[src/rtl/fifo_pkt.sv]
// fifo_pkt: first-word-fall-through packet FIFO with store-and-forward.
// The read side only sees words of packets whose last beat has been written.
// Optional feature macro: FIFO_PKT_ABORT_EN adds i_wabort, which drops the
// uncommitted partial packet by rewinding the write pointer to the commit pointer.
module fifo_pkt #(
   parameter int DATA_WIDTH   = 64,
   parameter int LOG2_DEPTH   = 5,
   parameter int AFULL_THRESH = (1 << LOG2_DEPTH) - 4
) (
   input  logic                  i_clk,
   input  logic                  i_rst,
   input  logic                  i_wvalid,
   input  logic [DATA_WIDTH-1:0] i_wdata,
   input  logic                  i_wlast,
   output logic                  o_wready,
`ifdef FIFO_PKT_ABORT_EN
   input  logic                  i_wabort,
`endif
   output logic                  o_rvalid,
   output logic [DATA_WIDTH-1:0] o_rdata,
   output logic                  o_rlast,
   input  logic                  i_rready,
   output logic [LOG2_DEPTH:0]   o_wcount,
   output logic [LOG2_DEPTH:0]   o_pkt_count,
   output logic                  o_almost_full
);

   localparam int PW = LOG2_DEPTH + 1;
   localparam int DEPTH = 1 << LOG2_DEPTH;
   localparam logic [PW-1:0] DEPTH_V = PW'(DEPTH);
   localparam logic [PW-1:0] AFULL_V = PW'(AFULL_THRESH);
   localparam logic [PW-1:0] ONE_V   = PW'(1);

   // Each entry carries its wlast flag above the payload.
   logic [DATA_WIDTH:0] r_mem [0:DEPTH-1];

   logic [PW-1:0] r_wr_ptr;
   logic [PW-1:0] r_cm_ptr;
   logic [PW-1:0] r_rd_ptr;
   logic [PW-1:0] r_pkt_count;
   logic          r_afull;

   logic [PW-1:0]       w_wcount;
   logic                w_full;
   logic                w_abort;
   logic                w_wr_en;
   logic                w_rd_en;
   logic                w_commit;
   logic                w_pop_last;
   logic                w_readable;
   logic [DATA_WIDTH:0] w_head;
   logic [PW-1:0]       w_wr_nxt;
   logic [PW-1:0]       w_cm_nxt;
   logic [PW-1:0]       w_rd_nxt;
   logic [PW-1:0]       w_wcount_nxt;

`ifdef FIFO_PKT_ABORT_EN
   assign w_abort = i_wabort;
`else
   assign w_abort = 1'b0;
`endif

   // Full is judged on registered pointers only, so a same-cycle pop never
   // opens a slot for a write at full.
   assign w_wcount   = r_wr_ptr - r_rd_ptr;
   assign w_full     = (w_wcount == DEPTH_V);
   assign o_wready   = ~w_full & ~i_rst;
   assign w_wr_en    = i_wvalid & o_wready & ~w_abort;
   assign w_commit   = w_wr_en & i_wlast;

   // Only committed words are visible; payload is forced to zero otherwise
   // so stale storage never leaks onto the read bus.
   assign w_readable = (r_rd_ptr != r_cm_ptr);
   assign w_head     = r_mem[r_rd_ptr[LOG2_DEPTH-1:0]];
   assign o_rvalid   = w_readable;
   assign o_rdata    = w_readable ? w_head[DATA_WIDTH-1:0] : '0;
   assign o_rlast    = w_readable & w_head[DATA_WIDTH];
   assign w_rd_en    = w_readable & i_rready;
   assign w_pop_last = w_rd_en & w_head[DATA_WIDTH];

   assign o_wcount      = w_wcount;
   assign o_pkt_count   = r_pkt_count;
   assign o_almost_full = r_afull;

   // Next-pointer selection; abort rewinds the speculative pointer and wins over write/commit.
   always_comb begin
      w_wr_nxt = r_wr_ptr;
      w_cm_nxt = r_cm_ptr;
      if (w_abort) begin
         w_wr_nxt = r_cm_ptr;
      end else if (w_wr_en) begin
         w_wr_nxt = r_wr_ptr + ONE_V;
         if (i_wlast) begin
            w_cm_nxt = r_wr_ptr + ONE_V;
         end
      end
      w_rd_nxt     = w_rd_en ? (r_rd_ptr + ONE_V) : r_rd_ptr;
      w_wcount_nxt = w_wr_nxt - w_rd_nxt;
   end

   // Storage write; no reset needed since readability is governed by the pointers.
   always_ff @(posedge i_clk) begin
      if (w_wr_en) begin
         r_mem[r_wr_ptr[LOG2_DEPTH-1:0]] <= {i_wlast, i_wdata};
      end
   end

   // Pointer, packet count and almost-full registers, all updated on the same edge.
   always_ff @(posedge i_clk) begin
      if (i_rst) begin
         r_wr_ptr    <= '0;
         r_cm_ptr    <= '0;
         r_rd_ptr    <= '0;
         r_pkt_count <= '0;
         r_afull     <= 1'b0;
      end else begin
         r_wr_ptr <= w_wr_nxt;
         r_cm_ptr <= w_cm_nxt;
         r_rd_ptr <= w_rd_nxt;
         r_afull  <= (w_wcount_nxt >= AFULL_V);
         case ({w_commit, w_pop_last})
            2'b10:   r_pkt_count <= r_pkt_count + ONE_V;
            2'b01:   r_pkt_count <= r_pkt_count - ONE_V;
            default: r_pkt_count <= r_pkt_count;
         endcase
      end
   end

endmodule

[config.mk]
export PLATFORM = sky130hd
export DESIGN_NAME = fifo_pkt
export DESIGN_NICKNAME = d
export VERILOG_FILES = /design/src/rtl/fifo_pkt.sv
export SDC_FILE = /design/constraint.sdc
export NUM_CORES = 2
export LEC_CHECK = 0
export ABC_CLOCK_PERIOD_IN_PS = 16100
export CORE_MARGIN = 10
export CORE_UTILIZATION = 38
export DETAILED_ROUTE_END_ITERATION = 6
export PLACE_DENSITY_LB_ADDON = 0.12
export SLEW_MARGIN = 5
export SYNTH_ARGS = -nofsm -noshare
export SYNTH_HDL_FRONTEND = slang
export SYNTH_SLANG_ARGS = --single-unit
[constraint.sdc]
create_clock -name i_clk -period 16.1 [get_ports i_clk]
set_input_delay 1.61 -clock i_clk [delete_from_list [all_inputs] [get_ports i_clk]]
set_output_delay 1.61 -clock i_clk [all_outputs]
set_load 0.03 [all_outputs]
-- Yosys cells after proc, flatten, opt, wreduce, memory -nomap -nowiden
Memory sizes are Yosys's and may differ from the RTL's. A register that Yosys moved wholly into a read port is not among the register bits.
Index checks and enable logic that the tools add are counted.
Widths: inputs -> output; s select.
- register bits after elaboration: 25
- bits in writable memories: 2080
- output and inout port bits: 80
- memories kept: 1
- memories (memory ; words ; width ; read ports ; clocked after Yosys merged registers in ; wr ports ; line ; text):
    r_mem ; 32 ; 65 ; 1 ; 1 ; 1 ; 35 ; logic [DATA_WIDTH:0] r_mem [0:DEPTH-1];
- add/sub/neg operators: 6
- order comparisons: 1
- equality and inequality tests: 4
- mux-type cells: 7
- bitwise gates (word level): 8
- reduce and logical (&&, ||, !) cells: 2
- operators with widths (cell ; count):
    $mux 64 ; 1
    $add 6x1->6 const B ; 3
    $mux 6 ; 2
    $pmux 6 s2 ; 1
    $sub 6x6->6 ; 2
    $and 1x1->1 ; 6
    $eq 6x6->1 const B ; 1
    $ge 6x5->1 const B ; 1
    $ne 6x6->1 ; 1
    $sub 6x1->6 const B ; 1
    $mux 5 ; 1
    $eq 2x1->1 const B ; 1
    $eq 2x2->1 const B ; 1
    $mux 1 ; 2
    $not 1->1 ; 2
    $reduce_and 2->1 ; 1
    $reduce_bool 2->1 ; 1

-- Depth between registers and ports, before layout
- depth in word-level cells: 8
- depth in mapped cells: 22

-- Worst setup path after synthesis
Ideal clock, no wire load.
- path type: register to register
- start point: register r_rd_ptr[3]
- end point: memory r_mem[27][0] in the netlist's numbering, enable pin
- library setup time: 0.568 ns
- arrival time: 7.258 ns
- data required time: 15.532 ns
- path slack: 8.274 ns
- cell stages (with the launch flop): 12
- period minus slack after synthesis: 7.826 ns
- cell sequence: dfxtp_1 > clkbuf_1 > clkbuf_1 > clkbuf_1 > inv_1 > ha_1 > nor2_1 > a21oi_1 > xor2_1 > or3_4 > o211ai_2 > nor3_1
- longest elaborated chain between the ends: 7
- RTL lines (what ; line ; text):
    from (decl) ; 39 ; logic [PW-1:0] r_rd_ptr;
    from (signal assigned) ; 119 ; r_rd_ptr <= w_rd_nxt;
    $sub 6x6->6 ; 65 ; assign w_wcount = r_wr_ptr - r_rd_ptr;
    named net o_wcount[4] ; 23 ; output logic [LOG2_DEPTH:0] o_wcount,
    $eq 6x6->1 ; 66 ; assign w_full = (w_wcount == DEPTH_V);
    $not 1->1 ; 67 ; assign o_wready = ~w_full & ~i_rst;
    $and 1x1->1 ; 67 ;
    $and 1x1->1 ; 68 ; assign w_wr_en = i_wvalid & o_wready & ~w_abort;
    $mux 1 ; 103 ; if (w_wr_en) begin
    $mux 1 (implied by the code) ; 104 ; r_mem[r_wr_ptr[LOG2_DEPTH-1:0]] <= {i_wlast, i_wdata};
    to (decl) ; 35 ;
The timed path passes the listed nets, and every way through them passes these cells.

-- Final worst setup path
- start point: register r_rd_ptr[0]
- end point: output o_rdata[32]
- longest elaborated chain between the ends: 2
- RTL lines (what ; line ; text):
    $ne 6x6->1 ; 73 ; assign w_readable = (r_rd_ptr != r_cm_ptr);
    $mux 64 ; 76 ; assign o_rdata = w_readable ? w_head[DATA_WIDTH-1:0] : '0;
    to (decl) ; 20 ; output logic [DATA_WIDTH-1:0] o_rdata,
No other way between the ends.

==> metrics <==
1st-iter DRT viols 4000; PD cells 139 mW/mm^2; status finished clean; post-CTS setup buffer count 0; initial core utilization 0.381; max-slew violations 0; Post-Syn Area 0.0808 mm^2; WL met2 110000 um; cells after synthesis 3348; Post-CTS Resized 0; initial antenna violation count 20; Worst Tran Pin Value 1190 ps; first-pass GRT wire length 310000 um; Worst-path clk slew 60 ps; post-synthesis cell type count 45; CP Capture Type output port; reg-to-reg slack, setup 10160 ps; Area Growth Syn to Fin 14.5%; Peak VDD IR 112 uV; cts hold-fix bufs 0; die span in y 481 um; minimum hold slack 502 ps; Startpoint Class flip-flop; Mapped Avg Cell Area 24.1 um^2; HP Class flip-flop to flip-flop; crit-path max FO 51; Max Used Layer met5; synth warn 0; wire per inst 33.5 um; RSZ-0062 raised after global routing no; layout cells sized above 1 0.282; slowest cell on the critical path buf_4; most used cell, CP buf_4; IO Pins 149; Period minus WS final 8070 ps; Post-synth EDFFs 2080; DRC violations left 0; vias in the first global route 39800; Final Skew 23.7 ps; Clock Tree Buf Depth 3; Peak Freq 124 MHz; crit path cell chain buf_4, buf_4, buf_4, mux4_2, mux4_2, nand2_1, a21oi_1, clkdlybuf4s50_1; FILL cells 17900; gr ovfl total 0; # H-tree levels 4; Total Power 12.9 mW; flops & latches, synth 2105; Vias 37200; CTS tree built; setup_tns 0 ps; max cap viols 0; CP max stage delay 940 ps; met1 wire length 93900 um; asr flop ratio synth 0; setup ws final 8030 ps; largest net degree at the start of global routing 143; Nets 3704; GPL Wtd Cong 0.726; crit share post-route 0.501; Sequential Area 0.0630 mm^2; GR Util All Layers 0.190; Seq/Total Area, Yosys 0.779; Synth Net Count 3440; Vias/cell 5.63; top_reg_cell synth edfxtp_1; post-DP HPWL 105000 um; DRT Wirelength 221000 um; Placeable Area 0.212 mm^2; normalized max-slew margin 0.205; # setup viols final 0; endpoints failing hold 0; clock latency at the later pin of the worst-skew pair 850 ps; WL met3 11500 um; row cnt 169; die footprint 0.232 mm^2; TritonRoute pass-1 iters 6; Arrival @ worst endpoint 6460 ps; static leakage 27.8 nW; Die Width 481 um; kind of critical path flip-flop to output port; Num CTS Buffers 220; multi-input logic area 0.0171 mm^2; Setup Slack @ Placement 8620 ps; CTS sink cnt 2105; WP data required 14490 ps; Port Buf Inserts 148; root buffer cell clkbuf_16; remaining antenna violation count after routing 0
-- logic make-up (layout without fill, tap and decap cells) --
group                      after synthesis  in the layout  synth area share
AOI/OAI and AO/OA                      107            107           0.00804
and+or+nand+nor                        231            231            0.0128
other                                    0              5                 0
DFF                                   2105           2105             0.779
adders and majority gates               23             23           0.00384
muxes                                  653            653             0.182
buffers and inverters                  195            630            0.0110
xor gates and xnor gates                34             34           0.00378
-- area by class of cell --
| type | count | area share |
|---|---|---|
| Clock buffer | 270 | 0.0624 |
| Antenna cell | 5 | 0.000135 |
| Multi-Input combinational cell | 1048 | 0.185 |
| Timing Repair Buffer | 218 | 0.0221 |
| Inverter | 19 | 0.000879 |
| Tap cell | 2821 | 0.0381 |
| Sequential cell | 2105 | 0.681 |
| Clock inverter | 123 | 0.0105 |
-- routing by layer --
layer | track usage | up-vias
li1 | - | 14900
met2 | 0.315 | 1193
met4 | 0.0524 | 12
met5 | 0 | -
met1 | 0.260 | 20700
met3 | 0.0324 | 342
-- critical path, delay by kind of cell (launching register included) --
kind	cells	cell delay [ps]
buffers and inverters	4	3280
muxes	2	1070
DFF	1	890
AOI/OAI and AO/OA	1	170
and+or+nand+nor	1	90
-- layout by cell type (no fill, tap or decap), types with 30 or more instances in the layout --
master / count
mux4_2: 650
edfxtp_1: 2080
clkinv_2: 33
clkbuf_1: 46
nand2_1: 136
buf_4: 67
a21oi_1: 81
clkbuf_16: 224
nor2_1: 30
clkinv_1: 59
clkdlybuf4s50_1: 148
-- flip-flops by register name, summed over array words and instances, names as in the netlist --
signal / flops
r_wr_ptr: 6
r_cm_ptr: 6
r_rd_ptr: 6
r_mem: 2080
o_almost_full: 1
o_pkt_count: 6
-- power breakdown --
part | internal, mW | leakage (nW) | switching, mW | total [mW]
sequential | 6.06 | 18.9 | 0.0415 | 6.11
clock | 2.75 | 3.30 | 2.06 | 4.81
combinational | 0.962 | 5.61 | 1.03 | 1.99
total | 9.77 | 27.8 | 3.13 | 12.9
-- synth_stat cells (3+ instances only) --
master	number	area share
and3_1	29	0.0022
nor3b_1	3	0.00028
nor2_1	31	0.0014
inv_1	17	0.00079
nand3_1	4	0.00025
buf_1	26	0.0012
dfxtp_1	25	0.0062
xor2_1	8	0.00087
buf_4	3	0.00028
ha_1	20	0.0031
a211oi_2	6	0.00093
buf_6	7	0.00098
nand2_1	136	0.0063
a21o_1	3	0.00028
nor3_1	4	0.00025
fa_1	3	0.00074
clkbuf_1	67	0.0031
xnor2_1	25	0.0027
nand2b_1	3	0.00023
mux4_2	650	0.18
edfxtp_1	2080	0.77
buf_2	73	0.0045
a21oi_1	81	0.0050
or3_1	3	0.00023
nor2b_1	9	0.00070
o21ai_0	6	0.00037
-- worst paths after layout --
path                                     start             end  cells past startpoint
worst max-delay path               r_rd_ptr[0]     o_rdata[32]                      8
worst min-delay path            o_pkt_count[5]  o_pkt_count[5]                      2
worst max register to register     r_rd_ptr[1]   r_mem[21][26]                     11
worst min register to register  o_pkt_count[5]  o_pkt_count[5]                      2
-- per-stage QoR --
step / instance area, um^2 / std cells / utilization
2_1_floorplan: 80800 / 3348 / -
3_3_place_gp: 85800 / 6211 / 0.405
3_5_place_dp: 85800 / 6211 / 0.405
4_1_cts: 92500 / 6604 / 0.437
5_1_grt: 92500 / 6608 / 0.437
6_report: 92500 / 6609 / 0.437
(Power assumes the default switching activity.)
